--- src/rtl/knight_trail.sv ---
// knight_trail: turns the knight flasher's pattern into a fading comet tail.
// Each pattern step reloads lit LEDs to full brightness and decays the rest;
// a shared free-running counter turns the per-LED levels into PWM drive.
//
// Handshake: there is no back-pressure. A step strobe is consumed on the
// rising clock edge where step=1; pat is ignored on every other edge.
// Back-to-back steps are legal and each one applies a full update.
module knight_trail #(
    parameter int WIDTH  = 8,
    parameter int LEVELW = 3,
    parameter int DECAY  = 2
) (
    input  logic                     ck,
    input  logic                     res,
    input  logic                     step,
    input  logic [WIDTH-1:0]         pat,
    output logic [WIDTH-1:0]         led,
    output logic [WIDTH*LEVELW-1:0]  lvl,
    output logic                     wrap
);

    // Full brightness, the per-step decay, and the last PWM count.
    localparam logic [LEVELW-1:0] MAX  = {LEVELW{1'b1}};
    localparam logic [LEVELW-1:0] DEC  = LEVELW'(DECAY);
    localparam logic [LEVELW-1:0] LAST = MAX - 1'b1;

    logic [LEVELW-1:0] cnt;
    logic [LEVELW-1:0] level      [WIDTH];
    logic [LEVELW-1:0] level_next [WIDTH];
    logic [WIDTH-1:0]  led_next;

    // PWM counter runs 0..MAX-1 so that level MAX is always on and 0 always off.
    always_ff @(posedge ck or posedge res) begin
        if (res) begin
            cnt  <= '0;
            wrap <= 1'b0;
        end else begin
            wrap <= (cnt == LAST);
            if (cnt == LAST) begin
                cnt <= '0;
            end else begin
                cnt <= cnt + 1'b1;
            end
        end
    end

    // Next level per LED (saturating decay as a compare) and PWM compare
    // against the levels as they stand before the edge.
    always_comb begin
        for (int i = 0; i < WIDTH; i++) begin
            level_next[i] = level[i];
            if (step) begin
                if (pat[i]) begin
                    level_next[i] = MAX;
                end else if (level[i] <= DEC) begin
                    level_next[i] = '0;
                end else begin
                    level_next[i] = level[i] - DEC;
                end
            end
            led_next[i] = (cnt < level[i]);
        end
    end

    // Level registers and registered LED drive; no path from pat/step to led.
    always_ff @(posedge ck or posedge res) begin
        if (res) begin
            for (int i = 0; i < WIDTH; i++) begin
                level[i] <= '0;
            end
            led <= '0;
        end else begin
            for (int i = 0; i < WIDTH; i++) begin
                level[i] <= level_next[i];
            end
            led <= led_next;
        end
    end

    // Flatten the level array onto the debug bus, LED i at [i*LEVELW +: LEVELW].
    for (genvar g = 0; g < WIDTH; g++) begin : g_lvl
        assign lvl[g*LEVELW +: LEVELW] = level[g];
    end

endmodule

--- config.mk ---
export PLATFORM = sky130hd
export DESIGN_NAME = knight_trail
export DESIGN_NICKNAME = d
export VERILOG_FILES = /design/src/rtl/knight_trail.sv
export SDC_FILE = /design/constraint.sdc
export NUM_CORES = 1
export LEC_CHECK = 0
export BUFFER_PORTS_ARGS = -buffer_cell sky130_fd_sc_hd__buf_4
export CAP_MARGIN = 10
export CORE_ASPECT_RATIO = 0.9
export CORE_MARGIN = 5
export CORE_UTILIZATION = 55
export DETAILED_ROUTE_END_ITERATION = 7
export GPL_TIMING_DRIVEN = 0
export PLACE_DENSITY = 0.78
export SLEW_MARGIN = 20
export SYNTH_ARGS = -nofsm -noshare
export SYNTH_HDL_FRONTEND = slang
export SYNTH_SLANG_ARGS = --single-unit
--- constraint.sdc ---
create_clock -name ck -period 2.59 [get_ports ck]
set_clock_uncertainty 0.15 [all_clocks]
set_input_delay 0.1295 -clock ck [delete_from_list [all_inputs] [get_ports ck]]
set_output_delay 0.1295 -clock ck [all_outputs]
set_load 0.01 [all_outputs]
==> impl_metrics.ini, run 1 <==
[sta]
post-route-period-util = 0.578
setup_viol = 0
fin_crit_ns = 1.50
totalNegativeSetupSlack_ns = 0
slew_violations = 0
final_hold_viol_count = 0
worst_pin_slew_ns = 0.731
rsz0062_at_grt = false
maxSlewHeadroom = 0.512
fmax_mhz = 668

[route]
drt_iter0_drc = 95
vias = 1506
wl_per_cell_um = 13.9
ant_nets = 0
drt-total-wl_um = 3980
detail_route.first_pass.iterations = 4
drc_errors = 0
viasPerCell = 5.27

[pwr]
p_per_area_mw_per_mm2 = 573
peakVddDrop_uv = 457
power.leakage_uw = 0.00134

[yosys]
synth_area_mm2 = 0.00179
synth-seq-cells = 36
ys.warnings.count = 0
ys_types = 17
syn_area_per_cell_um2 = 9.78
synth_cells = 183
yosysSeqAreaShare = 0.503
synth_fp_nets = 210

[setup_path]
cp_max_fo = 12
start_kind = flop
critical_path.endpoint_type = flop
crit_type = reg2reg
worst_ep_arrival_time_ns = 1.59
required_ns = 2.69

[floorplan]
start_util = 0.579
fp.dieArea_mm2 = 0.00450
ioPinCount = 44
rows = 19
fp.dieH_um = 64.1
floorplan.die.width_um = 70.1
core_mm2 = 0.00309

[cells_and_area]
multi_input_area_um2 = 744
area_delta_synth_final_pct = 29.8
nFillCells = 222
layout.nets = 270
finalNonFillerCells = 286
antennaDiodeCount = 0
ff_latch_area_um2 = 901
drive_gt1_frac = 0.217

[clock_network]
cts_root_buffer = clkbuf_4
h-tree-depth = 2
cts_setup_buffers = 0
clkSlewWorstSetupHoldPaths_ns = 0.10
ctsHoldBuffers = 10
numCtsBuffers = 5
ctsLongestPathBuffers = 2
cts_resized = 0
clk_latency_ns = 0.33
numClockSinks = 36
cts_tree = built

[job]
maxCapViolCount = 0

[global_route]
grt_max_degree = 37
grt_use_total = 0.193
overflow = 0
grt_pass1_vias = 1526
antenna_found_initial = 0
grt_pass1_wl_um = 6930

[placement]
port-buffer-count = 43
placed_cells = 268
gp_congestion = 0.786
hpwl_um = 2880

[worst_hold_path]
min-delay-path-class = in2async

[status]
status = complete, no violations
==> flip-flops by register name (all words and copies together), names as in the netlist <==
name,flops
cnt,3
wrap,1
lvl,24
led,8
==> metrics by stage <==
stage | hold WS [ns] | power [uW] | worst slack (ns) | area [um^2] | util
2_1_floorplan | 0.112 | 849 | 1.29 | 1790 | -
3_3_place_gp | 0.213 | 1000 | 1.05 | 2170 | 0.701
3_5_place_dp | 0.165 | 1020 | 1.13 | 2170 | 0.701
4_1_cts | 0.352 | 1340 | 1.11 | 2320 | 0.752
5_1_grt | 0.405 | 1410 | 1.04 | 2320 | 0.752
6_report | 0.323 | 1330 | 1.09 | 2320 | 0.752
==> critical path: stages, from the launching register on <==
cell and delay (ns):
dfrtp_1 0.60, ha_1 0.33, a21o_1 0.18, a31oi_1 0.16
==> layout make-up <==
cell class | count | share of cell area
inverters | 33 | 0.0533
clock buffers | 8 | 0.0253
plain buffers | 4 | 0.00915
well taps | 42 | 0.0226
multi-input cells | 110 | 0.320
repair buffers | 53 | 0.182
flip-flops and latches | 36 | 0.388
==> power breakdown <==
group          switching, uW  leakage (uW)  internal (uW)  total [uW]
Clock                    175     0.0000326            134         309
Combinational            163      0.000918            169         331
Sequential              59.9      0.000390            631         691
==> metal layers <==
layer,part of all wire,wire [um],track usage
met4,0.020,80,0.0766
met3,0.056,221,0.0549
met1,0.41,1640,0.220
met5,0,0,0
met2,0.51,2040,0.344
==> worst paths after layout <==
check | from | to | slack (ns) | cells past startpoint
max in group asynchronous | res | lvl[0]$_DFFE_PP0P_ | 1.50 | 3
max | cnt[2]$_DFF_PP0_ | led[0]$_DFF_PP0_ | 1.09 | 3
max reg2reg | cnt[2]$_DFF_PP0_ | led[0]$_DFF_PP0_ | 1.09 | 3
min | res | led[3]$_DFF_PP0_ | 0.32 | 3
min reg2reg | lvl[21]$_DFFE_PP0P_ | lvl[21]$_DFFE_PP0P_ | 0.40 | 1
min in group ck | lvl[21]$_DFFE_PP0P_ | lvl[21]$_DFFE_PP0P_ | 0.40 | 1
==> synthesized netlist by cell type (all sizes together) <==
| master | instances | area share |
|---|---|---|
| a31oi | 16 | 0.056 |
| nor2b | 7 | 0.024 |
| a21oi | 1 | 0.0028 |
| a22o | 2 | 0.0098 |
| ha | 16 | 0.11 |
| o21ai | 9 | 0.025 |
| inv | 33 | 0.069 |
| nand2 | 14 | 0.029 |
| nand2b | 19 | 0.066 |
| o211ai | 7 | 0.029 |
| nand3b | 1 | 0.0042 |
| nor2 | 9 | 0.019 |
| buf | 3 | 0.0098 |
| a21o | 9 | 0.038 |
| dfrtp | 36 | 0.50 |
| clkbuf | 1 | 0.0021 |
==> cell usage in the layout, fill, tap and decap left out <==
cell type,n
ha_1,16
clkbuf_8,1
buf_2,2
o21ai_0,9
dfrtp_1,36
inv_1,32
a31oi_1,16
inv_2,1
buf_4,44
nor2b_1,7
o211ai_1,7
dlygate4sd3_1,10
a21oi_1,1
nand3b_1,1
a21o_1,9
clkbuf_1,3
clkbuf_4,5
nand2_1,14
a22o_1,2
nor2_1,9
nand2b_1,19
==> cell families after synthesis <==
kind of cell             share of synthesized area
AO/OA/AOI/OAI                                0.161
adder cells (fa/ha/maj)                      0.112
buffers and inverters                       0.0811
flip-flops                                   0.503
AND/OR/NAND/NOR                              0.143
Power figures use the tool's default switching activity.
==> inputs of run 2 (changes only) <==
--- a/config.mk
+++ b/config.mk
@@ -5,14 +5,15 @@
 export SDC_FILE = /design/constraint.sdc
 export NUM_CORES = 1
 export LEC_CHECK = 0
+export ABC_AREA = 1
 export BUFFER_PORTS_ARGS = -buffer_cell sky130_fd_sc_hd__buf_4
 export CAP_MARGIN = 10
 export CORE_ASPECT_RATIO = 0.9
 export CORE_MARGIN = 5
-export CORE_UTILIZATION = 55
+export CORE_UTILIZATION = 47
 export DETAILED_ROUTE_END_ITERATION = 7
 export GPL_TIMING_DRIVEN = 0
-export PLACE_DENSITY = 0.78
+export PLACE_DENSITY = 0.71
 export SLEW_MARGIN = 20
 export SYNTH_ARGS = -nofsm -noshare
 export SYNTH_HDL_FRONTEND = slang
==> constraint.sdc (replaced) <==
create_clock -name ck -period 1.28 [get_ports ck]
set_clock_uncertainty 0.15 [all_clocks]
set_input_delay 0.064 -clock ck [delete_from_list [all_inputs] [get_ports ck]]
set_output_delay 0.064 -clock ck [all_outputs]
set_load 0.01 [all_outputs]
==> impl_metrics.ini, run 2 <==
[global_route]
antenna_found_initial = 0
grt_pass1_vias = 1487
grt_pass1_wl_um = 6820
overflow = 0
grt_use_total = 0.181
grt_max_degree = 37

[yosys]
syn_area_per_cell_um2 = 8.58
yosysTopAreaCellShare = 0.512
yosysMostFrequentCell = nand2_1
synthArstFlopShare = 1.00
ys.warnings.count = 0
synth_area_leaders = dfrtp_1, nand2_1, ha_1
synth_commonest_cells = nand2_1, dfrtp_1, inv_1
synth_fp_nets = 232
synth_cells = 205
yosysSeqAreaShare = 0.512
ys_types = 12
synth-edff-count = 0
synth_top_flop_cell = dfrtp_1
synth.largest_area_cell = dfrtp_1
synth-seq-cells = 36
synth_area_mm2 = 0.00176

[clock_network]
h-tree-depth = 2
numCtsBuffers = 5
ctsLongestPathBuffers = 2
clkSlewWorstSetupHoldPaths_ns = 0.07
cts_root_buffer = clkbuf_8
cts_tree = built
clk_latency_ns = 0.28
numClockSinks = 36

[worst_hold_path]
min-delay-path-class = in2async

[route]
vias = 1624
ant_nets = 0
drt-total-wl_um = 4580
viasPerCell = 5.14
drc_errors = 0
detail_route.first_pass.iterations = 4
wl_per_cell_um = 14.5
drt_iter0_drc = 120

[sta]
fin_ws_ns = -0.0443
worst_pin_slew_ns = 0.617
fmax_mhz = 755
slew_violations = 0
maxSlewHeadroom = 0.588
rsz0062_at_grt = true
final_hold_viol_count = 0
setup_viol = 8
post-route-period-util = 1.03
totalNegativeSetupSlack_ns = -0.231
fin_crit_ns = 1.32

[cells_and_area]
final_cell_mix = nand2_1, buf_4, dfrtp_1
layout_commonest_cell = nand2_1
fin_util = 0.710
largest_reg_flops = 24
nFillCells = 293
drive_gt1_frac = 0.344
layout.nets = 297
antennaDiodeCount = 0
area_delta_synth_final_pct = 48.6

[placement]
hpwl_um = 2630
gp_congestion = 0.783
port-buffer-count = 42

[pwr]
p_sw_frac = 0.320
sequentialPowerShare = 0.462
p_int_uw = 2150
power_switching_uw = 1010
peakVddDrop_uv = 644
p_per_area_mw_per_mm2 = 1210
pwr-share-clk = 0.239
power.leakage_uw = 0.00129
combPwrFrac = 0.298

[floorplan]
rows = 21
fp.dieArea_mm2 = 0.00507
start_util = 0.478
core_mm2 = 0.00368
ioPinCount = 44
fp.dieH_um = 68.0
floorplan.die.width_um = 74.5

[job]
maxCapViolCount = 0

[setup_path]
ff2ff_path_depth = 5
required_ns = 1.30
start_kind = flop
crit_type = reg2reg
cp_max_fo = 5
critical_path.endpoint_type = flop
worst_ep_arrival_time_ns = 1.35

[status]
status = complete, but fails checks
violations = negative setup slack
run 2: changes by cell type in the layout (fill, tap and decap cells not counted), sizes merged, moves of 7 or more:
| cell | previous run | this run |
|---|---|---|
| nand3 | 0 | 25 |
| a31oi | 16 | 0 |
| o211ai | 7 | 0 |
| nor2b | 7 | 0 |
| nand2 | 14 | 68 |
| nand2b | 19 | 0 |
| a21o | 9 | 0 |
| a21oi | 1 | 8 |
run 2: per-stage QoR:
| stage | hold WS [ns] | setup WS (ns) | total power, uW | cell area [um^2] | cells |
|---|---|---|---|---|---|
| after floorplan | 0.0627 | 0.0521 | 1850 | 1760 | 205 |
| after global placement | 0.164 | -0.236 | 2240 | 2130 | 293 |
| after detailed placement | 0.101 | -0.0949 | 2250 | 2130 | 293 |
| after CTS | 0.347 | -0.0265 | 3090 | 2460 | 312 |
| after global routing | 0.323 | -0.0939 | 3360 | 2610 | 316 |
| final | 0.261 | -0.0443 | 3160 | 2610 | 316 |
run 2: per-layer routing:
metal / up-vias / global-route usage / share of wire
met2: 60 / 0.302 / 0.50
met5: - / 0 / 0
li1: 779 / - / -
met1: 779 / 0.227 / 0.41
met4: 0 / 0.0689 / 0.014
met3: 6 / 0.0441 / 0.072
run 2: final cells by class:
class / instances / area, um^2 / area share
Sequential cell: 36 / 903 / 0.346
Inverter: 29 / 110 / 0.0421
Multi-Input combinational cell: 136 / 930 / 0.356
Clock buffer: 6 / 72.6 / 0.0278
Clock inverter: 1 / 5.00 / 0.00192
Tap cell: 46 / 57.6 / 0.0220
Buffer: 4 / 37.5 / 0.0144
Timing Repair Buffer: 58 / 497 / 0.190
run 2: repair_timing:
item	4_1_cts	5_1_grt
endpoints found under the hold margin	60	0
pin swaps	5	10
gates resized for setup	15	22
buffers inserted	2	4
endpoints found under the setup margin	8	44
hold buffers	10	0
run 2: logic make-up after synthesis:
kind of cell	synth area share
AOI/OAI and AO/OA	0.0527
DFF	0.512
adders and majority gates	0.114
and+or+nand+nor	0.238
buffers and inverters	0.0833
run 2: critical path: stages (launching register included):
cell     delay [ns]
dfrtp_2        0.44
buf_12         0.16
ha_4           0.26
nand2_2        0.04
a21oi_2        0.10
nor2_1         0.06
run 2: worst paths after layout:
kind,startpoint,endpoint,slack [ns]
max in group asynchronous,res,cnt[1]$_DFF_PP0_,0.30
min,res,lvl[12]$_DFFE_PP0P_,0.26
min in group ck,cnt[0]$_DFF_PP0_,cnt[0]$_DFF_PP0_,0.36
max reg2reg,cnt[2]$_DFF_PP0_,led[6]$_DFF_PP0_,-0.04
min reg2reg,cnt[0]$_DFF_PP0_,cnt[0]$_DFF_PP0_,0.36
max,cnt[2]$_DFF_PP0_,led[6]$_DFF_PP0_,-0.04
run 2: power groups by stage:
stage / Clock (uW) / Sequential (uW) / Combinational (uW)
finish: 757 / 1460 / 943
global route: 828 / 1490 / 1050
CTS: 774 / 1460 / 857
detailed placement: 0 / 1480 / 777
global placement: 0 / 1480 / 759
floorplan: 0 / 1550 / 298
==> inputs of run 3 (changes only) <==
--- a/config.mk
+++ b/config.mk
@@ -13,7 +13,7 @@
 export CORE_UTILIZATION = 47
 export DETAILED_ROUTE_END_ITERATION = 7
 export GPL_TIMING_DRIVEN = 0
-export PLACE_DENSITY = 0.71
+export PLACE_DENSITY = 0.84
 export SLEW_MARGIN = 20
 export SYNTH_ARGS = -nofsm -noshare
 export SYNTH_HDL_FRONTEND = slang
==> impl_metrics.ini, run 3 (synthesis results as in run 2) <==
[floorplan]
start_util = 0.478
fp.dieArea_mm2 = 0.00507
fp.dieH_um = 68.0
floorplan.die.width_um = 74.5
rows = 21
ioPinCount = 44
core_mm2 = 0.00368

[pwr]
p_per_area_mw_per_mm2 = 1230
peakVddDrop_uv = 1040
power.leakage_uw = 0.00131

[setup_path]
required_ns = 1.31
critical_path.endpoint_type = flop
worst_ep_arrival_time_ns = 1.38
endpoint = led[3]$_DFF_PP0_
crit_type = reg2reg
cp-startpoint = cnt[1]$_DFF_PP0_
start_kind = flop
timing.rr.end = led[3]$_DFF_PP0_
r2r_slack_ns = -0.07
cp_max_fo = 6
ff2ff_path_depth = 5
r2r-start = cnt[1]$_DFF_PP0_

[sta]
worst_pin_slew_ns = 0.626
maxSlewHeadroom = 0.582
rsz0062_at_grt = true
timing.hold.ws_ns = 0.258
setup_viol = 8
post-route-period-util = 1.05
totalNegativeSetupSlack_ns = -0.253
fin_ws_ns = -0.0672
fmax_mhz = 742
fin_crit_ns = 1.35
slew_violations = 0
final_hold_viol_count = 0

[global_route]
grt_pass1_vias = 1579
overflow = 0
top_usage_layer = met2
grt_max_degree = 37
grtUsageMet3 = 0.0529
antenna_found_initial = 0
grt_use_total = 0.189
use_met1 = 0.219
use_met2 = 0.328
grt_pass1_wl_um = 7040

[route]
drc_errors = 0
detail_route.first_pass.iterations = 4
drt_iter0_drc = 162
drt-total-wl_um = 5000
viasPerCell = 5.21
ant_nets = 0
vias = 1668
wl_per_cell_um = 15.6

[status]
violations = negative setup slack
status = complete, but fails checks

[clock_network]
ctsLongestPathBuffers = 2
clkSlewWorstSetupHoldPaths_ns = 0.07
cts_tree = built
cts_root_buffer = clkbuf_8
clk_latency_ns = 0.29
numCtsBuffers = 5
h-tree-depth = 2
numClockSinks = 36

[job]
maxCapViolCount = 0

[cells_and_area]
finalNonFillerCells = 320
drive_gt1_frac = 0.365
area_delta_synth_final_pct = 51.9
largest_reg_flops = 24
final_cell_mix = nand2_1, buf_4, dfrtp_1
fin_util = 0.726
antennaDiodeCount = 0
layout.nets = 300
nFillCells = 246
layout_commonest_cell = nand2_1

[placement]
hpwl_um = 2780
placed_cells = 293
port-buffer-count = 42
gp_congestion = 0.743

[worst_hold_path]
min-delay-path-class = in2async
[run 3: layout make-up]
cell class	count	area [um^2]	share of cell area
Tap cell	46	57.6	0.0216
Sequential cell	36	903	0.338
Clock buffer	8	90.1	0.0337
Timing Repair Buffer	61	510	0.191
Inverter	29	110	0.0412
Buffer	4	37.5	0.0141
Multi-Input combinational cell	136	961	0.360
[run 3: layer usage]
layer  vias to the layer above  wire [um]
li1                        783          -
met1                       806       2030
met2                        69       2520
met3                        10        367
met4                         0         92
met5                         -          0
[run 3: repair_timing]
item / 4_1_cts / 5_1_grt
gates resized for setup: 19 / 26
hold endpoints to repair: 60 / 0
hold buffers: 10 / 0
pin swaps: 4 / 13
setup buffers: 6 / 3
setup endpoints to repair: 8 / 10
[run 3: critical path, cell delays in order (launching register included)]
cell and delay, ns:
dfrtp_2 0.44, buf_12 0.16, ha_4 0.26, nand2_2 0.05, a21oi_2 0.11, nor2_1 0.06
[run 3: worst min-delay path by stage]
stage | startpoint | to | cells after the start
floorplan | pat[1] | lvl[5]$_DFFE_PP0P_ | 2
global route | res | lvl[8]$_DFFE_PP0P_ | 3
detailed placement | res | lvl[21]$_DFFE_PP0P_ | 2
global placement | pat[1] | lvl[5]$_DFFE_PP0P_ | 3
CTS | res | led[7]$_DFF_PP0_ | 3
finish | res | lvl[22]$_DFFE_PP0P_ | 3
[run 3: report_power, final]
group	leakage, uW	total [uW]	switching [uW]	internal [uW]
Sequential	0.000411	1480	160	1320
Clock	0.0000455	858	419	439
Combinational	0.000849	958	491	467
[run 3: through the flow]
stage | total power [uW] | setup WS (ns) | instance area (um^2)
6_report | 3290 | -0.0672 | 2670
3_3_place_gp | 2230 | -0.244 | 2130
4_1_cts | 3170 | -0.0125 | 2490
3_5_place_dp | 2260 | -0.124 | 2130
5_1_grt | 3460 | -0.0946 | 2670
2_1_floorplan | 1850 | 0.0521 | 1760
